[config.mk]
export PLATFORM = sky130hd
export DESIGN_NAME = bin_div
export DESIGN_NICKNAME = d
export VERILOG_FILES = /design/src/rtl/bin_div_pkg.sv /design/src/rtl/bin_div_step.sv /design/src/rtl/bin_div.sv
export SDC_FILE = /design/constraint.sdc
export NUM_CORES = 1
export LEC_CHECK = 0
export CAP_MARGIN = 20
export CORE_MARGIN = 2
export CORE_UTILIZATION = 35
export CTS_CLUSTER_SIZE = 10
export DETAILED_ROUTE_END_ITERATION = 16
export PLACE_DENSITY = 0.61
export SETUP_SLACK_MARGIN = 0.4
export SLEW_MARGIN = 20
export SYNTH_ARGS = -nofsm -noshare
export SYNTH_HDL_FRONTEND = slang
export SYNTH_SLANG_ARGS = --single-unit
[constraint.sdc]
create_clock -name clk -period 2.1 [get_ports clk]
set_input_delay 0.21 -clock clk [delete_from_list [all_inputs] [get_ports clk]]
set_output_delay 0.21 -clock clk [all_outputs]
set_load 0.005 [all_outputs]
[src/rtl/bin_div_pkg.sv]
// Shared definitions for the bin_div restoring divider.
//   DW            dividend / quotient width
//   VW            divisor / remainder width
//   CW            iteration counter width (holds 0..DW)
//   state_e       FSM state encoding
//   DIV0_QUOTIENT quotient reported for a zero divisor
package bin_div_pkg;

  localparam int DW = 13;
  localparam int VW = 7;
  localparam int CW = $clog2(DW + 1);

  typedef enum logic [1:0] {
    IDLE = 2'd0,
    RUN  = 2'd1,
    FIN  = 2'd2
  } state_e;

  localparam logic [DW-1:0] DIV0_QUOTIENT = {DW{1'b1}};

endpackage

[src/rtl/bin_div_step.sv]
// One restoring-division step (combinational).
//   r_i      partial remainder (low VW bits; the MSB is always 0 between steps)
//   q_msb_i  next dividend bit shifted into the remainder
//   d_i      divisor
//   r_o      next partial remainder (VW+1 bits)
//   qbit_o   quotient bit produced by this step
module bin_div_step
  import bin_div_pkg::*;
(
  input  logic [VW-1:0] r_i,
  input  logic          q_msb_i,
  input  logic [VW-1:0] d_i,
  output logic [VW:0]   r_o,
  output logic          qbit_o
);

  logic [VW:0] r_sh;
  logic [VW:0] trial;

  assign r_sh  = {r_i, q_msb_i};
  assign trial = r_sh - {1'b0, d_i};

  // A borrow (MSB set) means the divisor did not fit: restore the shifted value.
  assign qbit_o = ~trial[VW];
  assign r_o    = trial[VW] ? r_sh : trial;

endmodule

[src/rtl/bin_div.sv]
// Sequential restoring divider, one quotient bit per clock.
//   clk          clock, rising edge
//   rst          synchronous active-high reset
//   start        load operands and begin (aborts a running division)
//   dividend     DW-bit unsigned dividend, sampled with start
//   divisor      VW-bit unsigned divisor, sampled with start
//   busy         high while iterating
//   done         result valid; held until next start or rst
//   quotient     DW-bit quotient (updated only on entry to FIN)
//   remainder    VW-bit remainder (updated only on entry to FIN)
//   div_by_zero  set together with done when the divisor was zero
module bin_div
  import bin_div_pkg::*;
(
  input  logic          clk,
  input  logic          rst,
  input  logic          start,
  input  logic [DW-1:0] dividend,
  input  logic [VW-1:0] divisor,
  output logic          busy,
  output logic          done,
  output logic [DW-1:0] quotient,
  output logic [VW-1:0] remainder,
  output logic          div_by_zero
);

  state_e        state_q, state_d;
  logic [CW-1:0] cnt_q,   cnt_d;
  logic [DW-1:0] q_q,     q_d;
  logic [VW-1:0] d_q,     d_d;
  logic [VW:0]   r_q,     r_d;
  logic [DW-1:0] quot_q,  quot_d;
  logic [VW-1:0] rem_q,   rem_d;
  logic          busy_q,  busy_d;
  logic          done_q,  done_d;
  logic          dbz_q,   dbz_d;

  logic [VW:0]   step_r;
  logic          step_qbit;

  bin_div_step u_step (
    .r_i     (r_q[VW-1:0]),
    .q_msb_i (q_q[DW-1]),
    .d_i     (d_q),
    .r_o     (step_r),
    .qbit_o  (step_qbit)
  );

  always_comb begin
    state_d = state_q;
    cnt_d   = cnt_q;
    q_d     = q_q;
    d_d     = d_q;
    r_d     = r_q;
    quot_d  = quot_q;
    rem_d   = rem_q;
    busy_d  = busy_q;
    done_d  = done_q;
    dbz_d   = dbz_q;

    case (state_q)
      RUN: begin
        if (d_q == '0) begin
          state_d = FIN;
          busy_d  = 1'b0;
          done_d  = 1'b1;
          dbz_d   = 1'b1;
          quot_d  = DIV0_QUOTIENT;
          rem_d   = '0;
        end else begin
          r_d   = step_r;
          q_d   = {q_q[DW-2:0], step_qbit};
          cnt_d = cnt_q + 1'b1;
          // Last step: publish the result including this step's bit.
          if (cnt_q == CW'(DW - 1)) begin
            state_d = FIN;
            busy_d  = 1'b0;
            done_d  = 1'b1;
            quot_d  = {q_q[DW-2:0], step_qbit};
            rem_d   = step_r[VW-1:0];
          end
        end
      end
      default: ;
    endcase

    // start wins over any in-flight iteration (abort and restart).
    if (start) begin
      state_d = RUN;
      q_d     = dividend;
      d_d     = divisor;
      r_d     = '0;
      cnt_d   = '0;
      busy_d  = 1'b1;
      done_d  = 1'b0;
      dbz_d   = 1'b0;
    end
  end

  always_ff @(posedge clk) begin
    if (rst) begin
      state_q <= IDLE;
      cnt_q   <= '0;
      q_q     <= '0;
      d_q     <= '0;
      r_q     <= '0;
      quot_q  <= '0;
      rem_q   <= '0;
      busy_q  <= 1'b0;
      done_q  <= 1'b0;
      dbz_q   <= 1'b0;
    end else begin
      state_q <= state_d;
      cnt_q   <= cnt_d;
      q_q     <= q_d;
      d_q     <= d_d;
      r_q     <= r_d;
      quot_q  <= quot_d;
      rem_q   <= rem_d;
      busy_q  <= busy_d;
      done_q  <= done_d;
      dbz_q   <= dbz_d;
    end
  end

  assign busy        = busy_q;
  assign done        = done_q;
  assign quotient    = quot_q;
  assign remainder   = rem_q;
  assign div_by_zero = dbz_q;

  // The partial remainder always stays below the divisor, so its MSB is spare.
  a_r_msb_clear : assert property (@(posedge clk) disable iff (rst) !r_q[VW]);

endmodule

* Word-level counts from Yosys, hierarchy flattened
Index checks and enable logic that the tools add are counted.
Storage, ports and cells: word-level logic and storage cells 46, bits in registers 56, output and inout port bits 23
Operators by class: reductions and logical operators 10, $add $sub $neg 2, bitwise operators 2, mux-type cells 18, equal/unequal tests 3
Operators with widths (number):
- $mux W13 | 5
- $mux W7 | 3
- $reduce_and A2 Y1 | 5
- $mux W1 | 8
- $sub A8 B7 Y8 | 1
- $logic_not A7 Y1 | 1
- $add A4 B1 Y4 const B | 1
- $eq A4 B4 Y1 const B | 1
- $mux W2 | 2
- $reduce_bool A2 Y1 | 2
- $reduce_bool A3 Y1 | 1
- $eq A2 B1 Y1 const B | 1
- $ne A2 B2 Y1 const B | 1
- $not A1 Y1 | 2
- $reduce_or A2 Y1 | 1

* Depth between registers and ports, before layout
Gate-level depths: netlist of the first run.
word-level depth 5, mapped depth 8

* By module
A second synthesis of the first run with hierarchy kept.
Unflattened totals: cells, all modules 289, area total of the unflattened synthesis 2637.5 sq um
By module, submodules not included:
- bin_div | cells an instance 230, times used 1, sequential area each 1081.0 sq um, area an instance 2225.9 sq um
- bin_div_step | cells an instance 59, times used 1, sequential area each 0.0 sq um, area an instance 411.6 sq um

* Least setup slack after synthesis of the first run
Ideal clock, no wire load.
path type flip-flop to flip-flop, from reg d_q[6], to reg r_q[0], setup time 0.144 ns, stages on the path, launching flop included 8, period minus slack after synthesis 1.949 ns, slack 0.151 ns, arrival 1.806 ns, cell sequence dfxtp_1 -> inv_1 -> ha_1 -> a21oi_1 -> nand2_1 -> o21a_1 -> nor2_1 -> o221ai_1
On the way: longest elaborated chain between the ends 3, elaborated cells between the ends (all ways) 5, those cells by class add/sub: 1; mux: 1; bitwise: 1; reduce/logical: 2
Ends and longest elaborated chain:
- start: declaration | line bin_div.sv:30 | logic [VW-1:0] d_q, d_d;
- start signal: assignment | line bin_div.sv:105 | d_q <= '0;
- start signal: assignment | line bin_div.sv:116 | d_q <= d_d;
- parallel branches: the longest is 3 deep, another holds $sub A8 B7 Y8
- end signal: assignment | line bin_div.sv:117 | r_q <= r_d;
- end: declaration | line bin_div.sv:31 | logic [VW:0] r_q, r_d;
Parallel ways; which one is timed is not known. A chain may end at the register's enable or synchronous reset.

* Final worst setup path of the first run
from reg d_q[4], to reg rem_q[5] (netlist: remainder[5])
On the way: longest elaborated chain between the ends 4, elaborated cells between the ends (all ways) 7, those cells by class add/sub: 1; mux: 3; reduce/logical: 3
Ends and longest elaborated chain:
- $sub A8 B7 Y8 | line bin_div_step.sv:21 | assign trial = r_sh - {1'b0, d_i};
- $mux W7 | line bin_div_step.sv:25 | assign r_o = trial[VW] ? r_sh : trial;
- $mux W7 | line bin_div.sv:75 | if (cnt_q == CW'(DW - 1)) begin
- $mux W7 | line bin_div.sv:63 | if (d_q == '0) begin
- end signal: assignment | line bin_div.sv:119 | rem_q <= rem_d;
- end: declaration | line bin_div.sv:33 | logic [VW-1:0] rem_q, rem_d;
Several ways; a longest one is shown, not always the timed one. The select of a mux whose other input is x is not followed.

==> results of run 1 <==
timing repair:
action                                  4_1_cts  5_1_grt
setup buffers                                19       10
endpoints found under the setup margin       42       42
gates resized for setup                      46       25
pin swaps                                    41       28
gates cloned                                  3        1
routing by layer:
| metal | track usage, % | up-vias | part of all wire (%) |
|---|---|---|---|
| met3 | 4.60 | 17 | 4.6 |
| met4 | 5.10 | 0 | 2.2 |
| met5 | 0 | - | 0 |
| met2 | 30.0 | 65 | 49 |
| met1 | 23.0 | 1270 | 44 |
| li1 | - | 1342 | - |
flip-flops by register name, summed over array words and instances, names as in the netlist:
register     cells
div_by_zero      1
remainder        7
r_q              7
busy             1
done             1
q_q             13
d_q              7
cnt_q            4
quotient        13
stage by stage:
| step | hold slack [ps] | power (µW) | setup slack [ps] |
|---|---|---|---|
| after floorplan | 347 | 1450 | 359 |
| after global placement | 456 | 1620 | 179 |
| after detailed placement | 467 | 1630 | 173 |
| after CTS | 431 | 2360 | 240 |
| after global routing | 440 | 2530 | 94.2 |
| final | 440 | 2410 | 206 |
cell families (layout without fill, tap and decap cells):
| logic type | count (synthesis) | count (layout) | synth area share [%] |
|---|---|---|---|
| buffers and inverters | 32 | 109 | 5.10 |
| flip-flops | 54 | 54 | 40.1 |
| adder cells (fa/ha/maj) | 10 | 10 | 4.92 |
| multiplexers | 7 | 7 | 2.60 |
| XOR/XNOR | 6 | 6 | 1.95 |
| AO/OA/AOI/OAI | 84 | 84 | 21.7 |
| AND/OR/NAND/NOR | 139 | 141 | 23.6 |
how the worst max path moves through the flow:
stage / to / cells past startpoint / start / slack (ps)
finish: remainder[5]$_SDFFE_PP0P_ / 8 / d_q[4]$_SDFFE_PP0P_ / 210
global route: remainder[6]$_SDFFE_PP0P_ / 7 / d_q[0]$_SDFFE_PP0P_ / 90
CTS: remainder[6]$_SDFFE_PP0P_ / 8 / q_q[12]$_SDFFE_PP0P_ / 240
detailed placement: r_q[1]$_SDFFE_PP0P_ / 7 / d_q[1]$_SDFFE_PP0P_ / 170
global placement: remainder[6]$_SDFFE_PP0P_ / 8 / d_q[5]$_SDFFE_PP0P_ / 180
floorplan: remainder[6]$_SDFFE_PP0P_ / 8 / q_q[12]$_SDFFE_PP0P_ / 360
cells in the final DEF (no fill, tap or decap), types with 12 or more instances in the layout:
master	netlist	routed
nand2_1	57	44
o22ai_1	12	12
a21o_1	14	14
nor2_1	34	32
nand2_2	0	13
a21oi_1	25	12
buf_4	2	30
clkdlybuf4s50_1	0	45
nand3_1	16	14
dfxtp_1	54	42
worst reg2reg max path: stages, from the launching register on:
cell and delay [ps]:
dfxtp_4 360, inv_2 40, ha_4 290, o211ai_1 130
a21o_1 250, a31oi_4 340, buf_6 170, nand4_1 120
o211ai_1 100
power by group through the flow:
stage	logic [µW]	clock network, µW	registers [µW]
floorplan	324	0	1130
global placement	485	0	1140
detailed placement	489	0	1140
CTS	619	629	1120
global route	734	675	1120
finish	685	611	1110
layout make-up:
cell class,count,area (µm²)
Clock buffer,5,68.8
Clock inverter,3,22.5
Fill cell,699,3550
Inverter,13,48.8
Multi-Input combinational cell,248,1820
Sequential cell,54,1110
Tap cell,102,128
Timing Repair Buffer,88,865
==> flow_summary.ini, run 1 <==
[drt]
via_count = 2694
drtIter0Drc = 84
drt_wl_total_um = 7880
ant_nets = 0
drc = 0
via_per_inst = 5.25
wire_per_inst_um = 15.4
first_pass_iters = 5

[die]
dieHeight_um = 91.8
rows = 32
fp.dieArea_um2 = 8420
core_um2 = 7610
die_w_um = 91.8
start_util_pct = 35.4
ios = 46

[finish]
syn2layout_area_growth_pct = 50.6
instances_no_fill = 513
final_core_utilization_pct = 53.4
postLayoutCellArea_um2 = 4060
layout-drive-gt1-share_pct = 31.6
antennaDiodeCount = 0
nNetsFinal = 443

[synth]
synth_edf_count = 0
netlist_instances = 332
syn_area_um2 = 2700
synth.area.top_cells = dfxtp_1 (40%), nand2_1 (7.9%), nor2_1 (4.7%)
synth_top_area_share_pct = 40.1
postSynthAreaPerCell_um2 = 8.12
yosys.cell_count.top_type = nand2_1
synth.distinct_cells = 49
synth-seq-cells = 54
yosys.area.top_type = dfxtp_1
syn-num-nets = 365
yosys_warnings = 0
seq_area_frac_synth_pct = 40.1
synthArstFlopShare_pct = 0
ys.flop_type = dfxtp_1
synth_common_cells = nand2_1 (57), dfxtp_1 (54), nor2_1 (34)

[min_path]
min_to = q_q[7]$_SDFFE_PP0P_
hold_class = in -> reg
whs_path_depth = 3
min_from = dividend[7]

[timing]
grt_setup_unrepaired = yes
fin_skew_ps = 12.6
slew_headroom_pct = 70.5
max_freq_mhz = 528
tightest_slew_ps = 441
setup_tns_ps = 0
hold_viol = 0
setup_viol_count_final = 0
finalMaxSlewViolations = 0
finalCriticalPeriod_ps = 1890
fin_crit_sh_pct = 90.2

[setup_path]
cp_data_required_time_ps = 2340
cpMaxStageDelayCell = dfxtp_4
reg2reg_to = remainder[5]$_SDFFE_PP0P_
path_common_cell = o211ai_1
critPathArrivalTime_ps = 2130
critPathKind = reg -> reg
r2r.worst_path.cells = 8
path_buf_inv = 2
r2r_slack_ps = 210
rr_startpoint = d_q[4]$_SDFFE_PP0P_
crit_chain = inv_2 -> ha_4 -> o211ai_1 -> a21o_1 -> a31oi_4 -> buf_6 -> nand4_1 -> o211ai_1
crit_fanout = 6
worstSetupEndpointType = register
max_stage_delay_ps = 360
crit_path_start_kind = register
cp_top_family = compound AO/OA/AOI/OAI gates

[grt]
antenna_found_initial = 0
grt_pass1_wl_um = 12200
grt_usage_pct = 18.0
overflow = 0
grt_pass1_vias = 2470
grt_max_degree = 35

[cts]
max-clock-path-buffers = 2
cts_tree = done
cts.sinks = 54
cts-htree-levels = 2
cts_buffers = 5
clk_latency_ps = 320
hold_buffers = 0
path_clk_slew_ps = 110
clock-root-buffer = clkbuf_8

[power]
ir_worst_vdd_mv = 0.343
swShare_pct = 30.9
p_seq_share_pct = 46.2
intPower_uw = 1660
p_switching_uw = 745
clock_power_share_pct = 25.4
p_leak_uw = 0.00149
power_density_nw_per_um2 = 593
share_comb_of_total_power_pct = 28.4

[placement]
place.gp.congestion = 0.819
io_buffers = 45
place_hpwl_um = 4990
dpl_cell_area_um2 = 3430
dp.cells = 472

[flow_run]
drv_cap = 0

[run_status]
status = completed
(Power assumes the default switching activity.)
==> run 2: changes to the inputs <==
--- a/config.mk
+++ b/config.mk
@@ -10,7 +10,7 @@
 export CORE_UTILIZATION = 35
 export CTS_CLUSTER_SIZE = 10
 export DETAILED_ROUTE_END_ITERATION = 16
-export PLACE_DENSITY = 0.61
+export PLACE_DENSITY = 0.54
 export SETUP_SLACK_MARGIN = 0.4
 export SLEW_MARGIN = 20
 export SYNTH_ARGS = -nofsm -noshare
==> flow_summary.ini, run 2 (synthesized netlist as in run 1, its figures left out) <==
[cts]
clock-root-buffer = clkbuf_8
path_clk_slew_ps = 110
cts_buffers = 5
cts-htree-levels = 2
max-clock-path-buffers = 2
cts.sinks = 54
clk_latency_ps = 320
cts_tree = done

[flow_run]
drv_cap = 0

[drt]
drc = 0
wire_per_inst_um = 15.4
drtIter0Drc = 120
ant_nets = 0
via_per_inst = 5.27
first_pass_iters = 5
via_count = 2705
drt_wl_total_um = 7880

[timing]
hold_viol = 0
slew_headroom_pct = 56.7
fin_crit_sh_pct = 91.3
fin_skew_ps = 9.87
finalCriticalPeriod_ps = 1920
max_freq_mhz = 522
tightest_slew_ps = 645
setup_viol_count_final = 0
setup_tns_ps = 0
fin_ws_ps = 183
finalMaxSlewViolations = 0
grt_setup_unrepaired = yes

[placement]
dp.cells = 478
place_hpwl_um = 5140
io_buffers = 45
place.gp.congestion = 0.845
place_ws_ps = 17.4

[grt]
overflow = 0
grt_pass1_wl_um = 13300
grt_usage_pct = 19.8
grt_pass1_vias = 2607
antenna_found_initial = 0
grt_max_degree = 38

[die]
dieHeight_um = 91.8
core_um2 = 7610
ios = 46
die_w_um = 91.8
fp.dieArea_um2 = 8420
rows = 32
start_util_pct = 35.4

[min_path]
hold_class = in -> reg

[finish]
instances_no_fill = 513
nNetsFinal = 443
antennaDiodeCount = 0
n_fill_cell = 706
final_core_utilization_pct = 52.8
syn2layout_area_growth_pct = 49.1
layout-drive-gt1-share_pct = 30.9
final_cell_mix = nand2_1 (45), dfxtp_1 (45), clkdlybuf4s50_1 (45)

[power]
p_leak_uw = 0.00147
power_density_nw_per_um2 = 596
ir_worst_vdd_mv = 0.285

[run_status]
status = completed

[setup_path]
crit_fanout = 3
max_stage_delay_ps = 360
crit_path_start_kind = register
critPathArrivalTime_ps = 2180
crit_chain = buf_6 -> ha_4 -> fa_2 -> nand2b_4 -> a2111o_1 -> o211ai_1 -> nand4_1 -> nand3_1
r2r.worst_path.cells = 8
r2r_slack_ps = 180
cp_data_required_time_ps = 2370
cpMaxStageDelayCell = a2111o_1
reg2reg_to = r_q[6]$_SDFFE_PP0P_
rr_startpoint = d_q[0]$_SDFFE_PP0P_
critPathKind = reg -> reg
critPathCapture = r_q[6]$_SDFFE_PP0P_
cp-startpoint = d_q[0]$_SDFFE_PP0P_
worstSetupEndpointType = register
[run 2: cell count changes in the layout (fill, tap and decap cells not counted), sizes merged]
| cell | previous run | this run |
|---|---|---|
| clkinv | 1 | 3 |
| inv | 15 | 13 |
[run 2: how the worst min path moves through the flow]
| stage | start | end | cells after the start |
|---|---|---|---|
| 2_1_floorplan | dividend[12] | q_q[12]$_SDFFE_PP0P_ | 2 |
| 3_3_place_gp | remainder[0]$_SDFFE_PP0P_ | remainder[0]$_SDFFE_PP0P_ | 2 |
| 3_5_place_dp | remainder[1]$_SDFFE_PP0P_ | remainder[1]$_SDFFE_PP0P_ | 2 |
| 4_1_cts | dividend[10] | q_q[10]$_SDFFE_PP0P_ | 3 |
| 5_1_grt | dividend[10] | q_q[10]$_SDFFE_PP0P_ | 3 |
| 6_report | dividend[10] | q_q[10]$_SDFFE_PP0P_ | 3 |
[run 2: layout make-up]
type                            count  area, µm²  area share, %
Multi-Input combinational cell    248       1810           45.0
Sequential cell                    54       1100           27.4
Timing Repair Buffer               88        838           20.9
Tap cell                          102        128           3.17
Clock buffer                        5       68.8           1.71
Inverter                           13       48.8           1.21
Clock inverter                      3       26.3          0.654
[run 2: report_power, final]
group	switching [µW]	internal [µW]	leakage, µW	total [µW]
clock network	376	242	0.0000483	618
registers	42.6	1070	0.000445	1110
logic	334	330	0.000976	664
[run 2: per-stage QoR]
step	hold WS [ps]	total power, µW	instance area, µm²
floorplan	347	1450	2840
global placement	460	1630	3460
finish	442	2400	4020
detailed placement	463	1640	3460
CTS	427	2370	3890
global route	435	2530	4020
[run 2: routing by layer]
metal	GRT usage, %	part of all wire, %	wire, µm
met1	26.7	48	3790
met2	32.2	46	3610
met3	3.94	4.1	327
met4	5.60	1.8	144
met5	0	0	0
[run 2: repair_timing]
item                                    in CTS  in global routing
hold buffers                                 0                  0
gates resized for setup                     45                 23
pin swaps                                   44                 20
setup buffers                               18                  6
gates cloned                                 3                  0
endpoints found under the setup margin      41                 45
[run 2: critical path: cells and delay by family, from the launching register on]
kind | cells | cell delay (ps)
buf+inv | 1 | 110
flops | 1 | 340
fa+ha+maj | 2 | 490
compound gates | 2 | 500
simple gates | 3 | 420
==> run 3: changes to the inputs <==
--- a/config.mk
+++ b/config.mk
@@ -6,7 +6,8 @@
 export NUM_CORES = 1
 export LEC_CHECK = 0
 export CAP_MARGIN = 20
-export CORE_MARGIN = 2
+export CORE_ASPECT_RATIO = 0.8
+export CORE_MARGIN = 10
 export CORE_UTILIZATION = 35
 export CTS_CLUSTER_SIZE = 10
 export DETAILED_ROUTE_END_ITERATION = 16
==> flow_summary.ini, run 3 (synthesized netlist as in run 1, its figures left out) <==
[timing]
setup_tns_ps = 0
grt_setup_unrepaired = yes
hold_viol = 0
fin_skew_ps = 14.2
slew_headroom_pct = 70.1
hold_ws_ps = 464
finalMaxSlewViolations = 0
setup_viol_count_final = 0
max_freq_mhz = 529
tightest_slew_ps = 445
finalCriticalPeriod_ps = 1890
fin_crit_sh_pct = 90.1

[cts]
clock-root-buffer = clkbuf_8
cts_buffers = 5
path_clk_slew_ps = 100
cts.sinks = 54
hold_buffers = 0
max-clock-path-buffers = 2
cts-htree-levels = 2
cts_tree = done
clk_latency_ps = 310

[die]
start_util_pct = 36.1
die_w_um = 118
fp.dieArea_um2 = 11600
ios = 46
rows = 28
dieHeight_um = 98.5
core_um2 = 7460

[grt]
grt_pass1_wl_um = 13000
antenna_found_initial = 0
grt_max_degree = 35
overflow = 0
grt_pass1_vias = 2480
grt_usage_pct = 13.4

[setup_path]
cp_top_family = compound AO/OA/AOI/OAI gates
path_buf_inv = 1
cp_data_required_time_ps = 2340
cpMaxStageDelayCell = a2111o_1
r2r_slack_ps = 210
worstSetupEndpointType = register
crit_fanout = 3
crit_chain = inv_2 -> ha_4 -> fa_2 -> nand2b_4 -> a2111o_1 -> o211ai_1 -> nand4_1 -> o211ai_1
path_common_cell = o211ai_1
crit_path_start_kind = register
max_stage_delay_ps = 360
critPathArrivalTime_ps = 2130
critPathKind = reg -> reg

[finish]
layout_commonest_cell = nand2_1
layout-drive-gt1-share_pct = 28.5
nNetsFinal = 437
antennaDiodeCount = 0
syn2layout_area_growth_pct = 47.7
final_cell_mix = nand2_1 (49), clkdlybuf4s50_1 (45), dfxtp_1 (42)

[placement]
place.gp.congestion = 0.853
place_hpwl_um = 5530
io_buffers = 45

[drt]
drc = 0
first_pass_iters = 4
via_count = 2638
drtIter0Drc = 133
ant_nets = 0
drt_wl_total_um = 8270
via_per_inst = 5.18
wire_per_inst_um = 16.3

[run_status]
status = completed

[power]
power_density_nw_per_um2 = 591
clock_power_share_pct = 23.9
swShare_pct = 30.0
ir_worst_vdd_mv = 0.303
p_leak_uw = 0.00144
p_switching_uw = 706
share_comb_of_total_power_pct = 28.6
intPower_uw = 1650
p_seq_share_pct = 47.5

[flow_run]
drv_cap = 0

[min_path]
hold_class = in -> reg
==> run 3: cell count changes in the layout (fill, tap and decap cells not counted), moves of 4 or more <==
cell | before | now
a21oi_1 | 8 | 15
buf_6 | 10 | 5
dfxtp_2 | 6 | 10
o22ai_2 | 0 | 8
a21oi_2 | 15 | 9
nand2_1 | 45 | 49
o22ai_1 | 12 | 4
buf_4 | 31 | 26
nand2_2 | 12 | 8
==> run 3: final timing paths <==
path / from / end / cells past startpoint
max: q_q[12]$_SDFFE_PP0P_ / remainder[6]$_SDFFE_PP0P_ / 8
max reg2reg: q_q[12]$_SDFFE_PP0P_ / remainder[6]$_SDFFE_PP0P_ / 8
min: dividend[5] / q_q[5]$_SDFFE_PP0P_ / 3
min reg2reg: remainder[4]$_SDFFE_PP0P_ / remainder[4]$_SDFFE_PP0P_ / 2
==> run 3: power groups by stage <==
stage	sequential [µW]	clock, µW	combinational, µW
floorplan	1130	0	324
CTS	1110	589	583
finish	1120	563	673
global placement	1140	0	492
detailed placement	1140	0	495
global route	1130	629	721
==> run 3: layer usage <==
| layer | part of all wire [%] | GRT usage, % | routed length [µm] | vias up |
|---|---|---|---|---|
| li1 | - | - | - | 1328 |
| met1 | 49 | 18.8 | 4080 | 1240 |
| met2 | 44 | 19.5 | 3650 | 68 |
| met3 | 6.2 | 3.99 | 513 | 2 |
| met4 | 0.41 | 3.23 | 34 | 0 |
| met5 | 0 | 0 | 0 | - |
==> run 3: final cells by class <==
type | instances | area [µm²]
clock buffer | 6 | 72.6
clock inverter | 1 | 7.51
fill | 731 | 3480
inverter | 13 | 48.8
multi-input combinational | 248 | 1800
sequential | 54 | 1100
tap | 105 | 131
timing repair buffer | 82 | 820
==> run 3: timing repair <==
item | 4_1_cts | 5_1_grt
setup buffers | 13 | 8
pin swaps | 13 | 32
cloned | 3 | 0
gates resized for setup | 21 | 40
setup endpoints to repair | 35 | 42
==> run 3: worst min-delay path: cells and delay by family <==
kind	cells	cell delay, ps
AO/OA/AOI/OAI	1	50
buffers and inverters	1	400
AND/OR/NAND/NOR	1	60
==> run 3: metrics by stage <==
| stage | total power, µW | std cells | worst slack [ps] | utilization (%) | cell area, µm² |
|---|---|---|---|---|---|
| final | 2350 | 509 | 208 | 53.4 | 3980 |
| after CTS | 2280 | 501 | 242 | 50.0 | 3730 |
| after global placement | 1630 | 478 | 155 | 46.1 | 3440 |
| after floorplan | 1450 | 332 | 359 | - | 2840 |
| after global routing | 2480 | 509 | 106 | 53.4 | 3980 |
| after detailed placement | 1630 | 478 | 167 | 46.1 | 3440 |
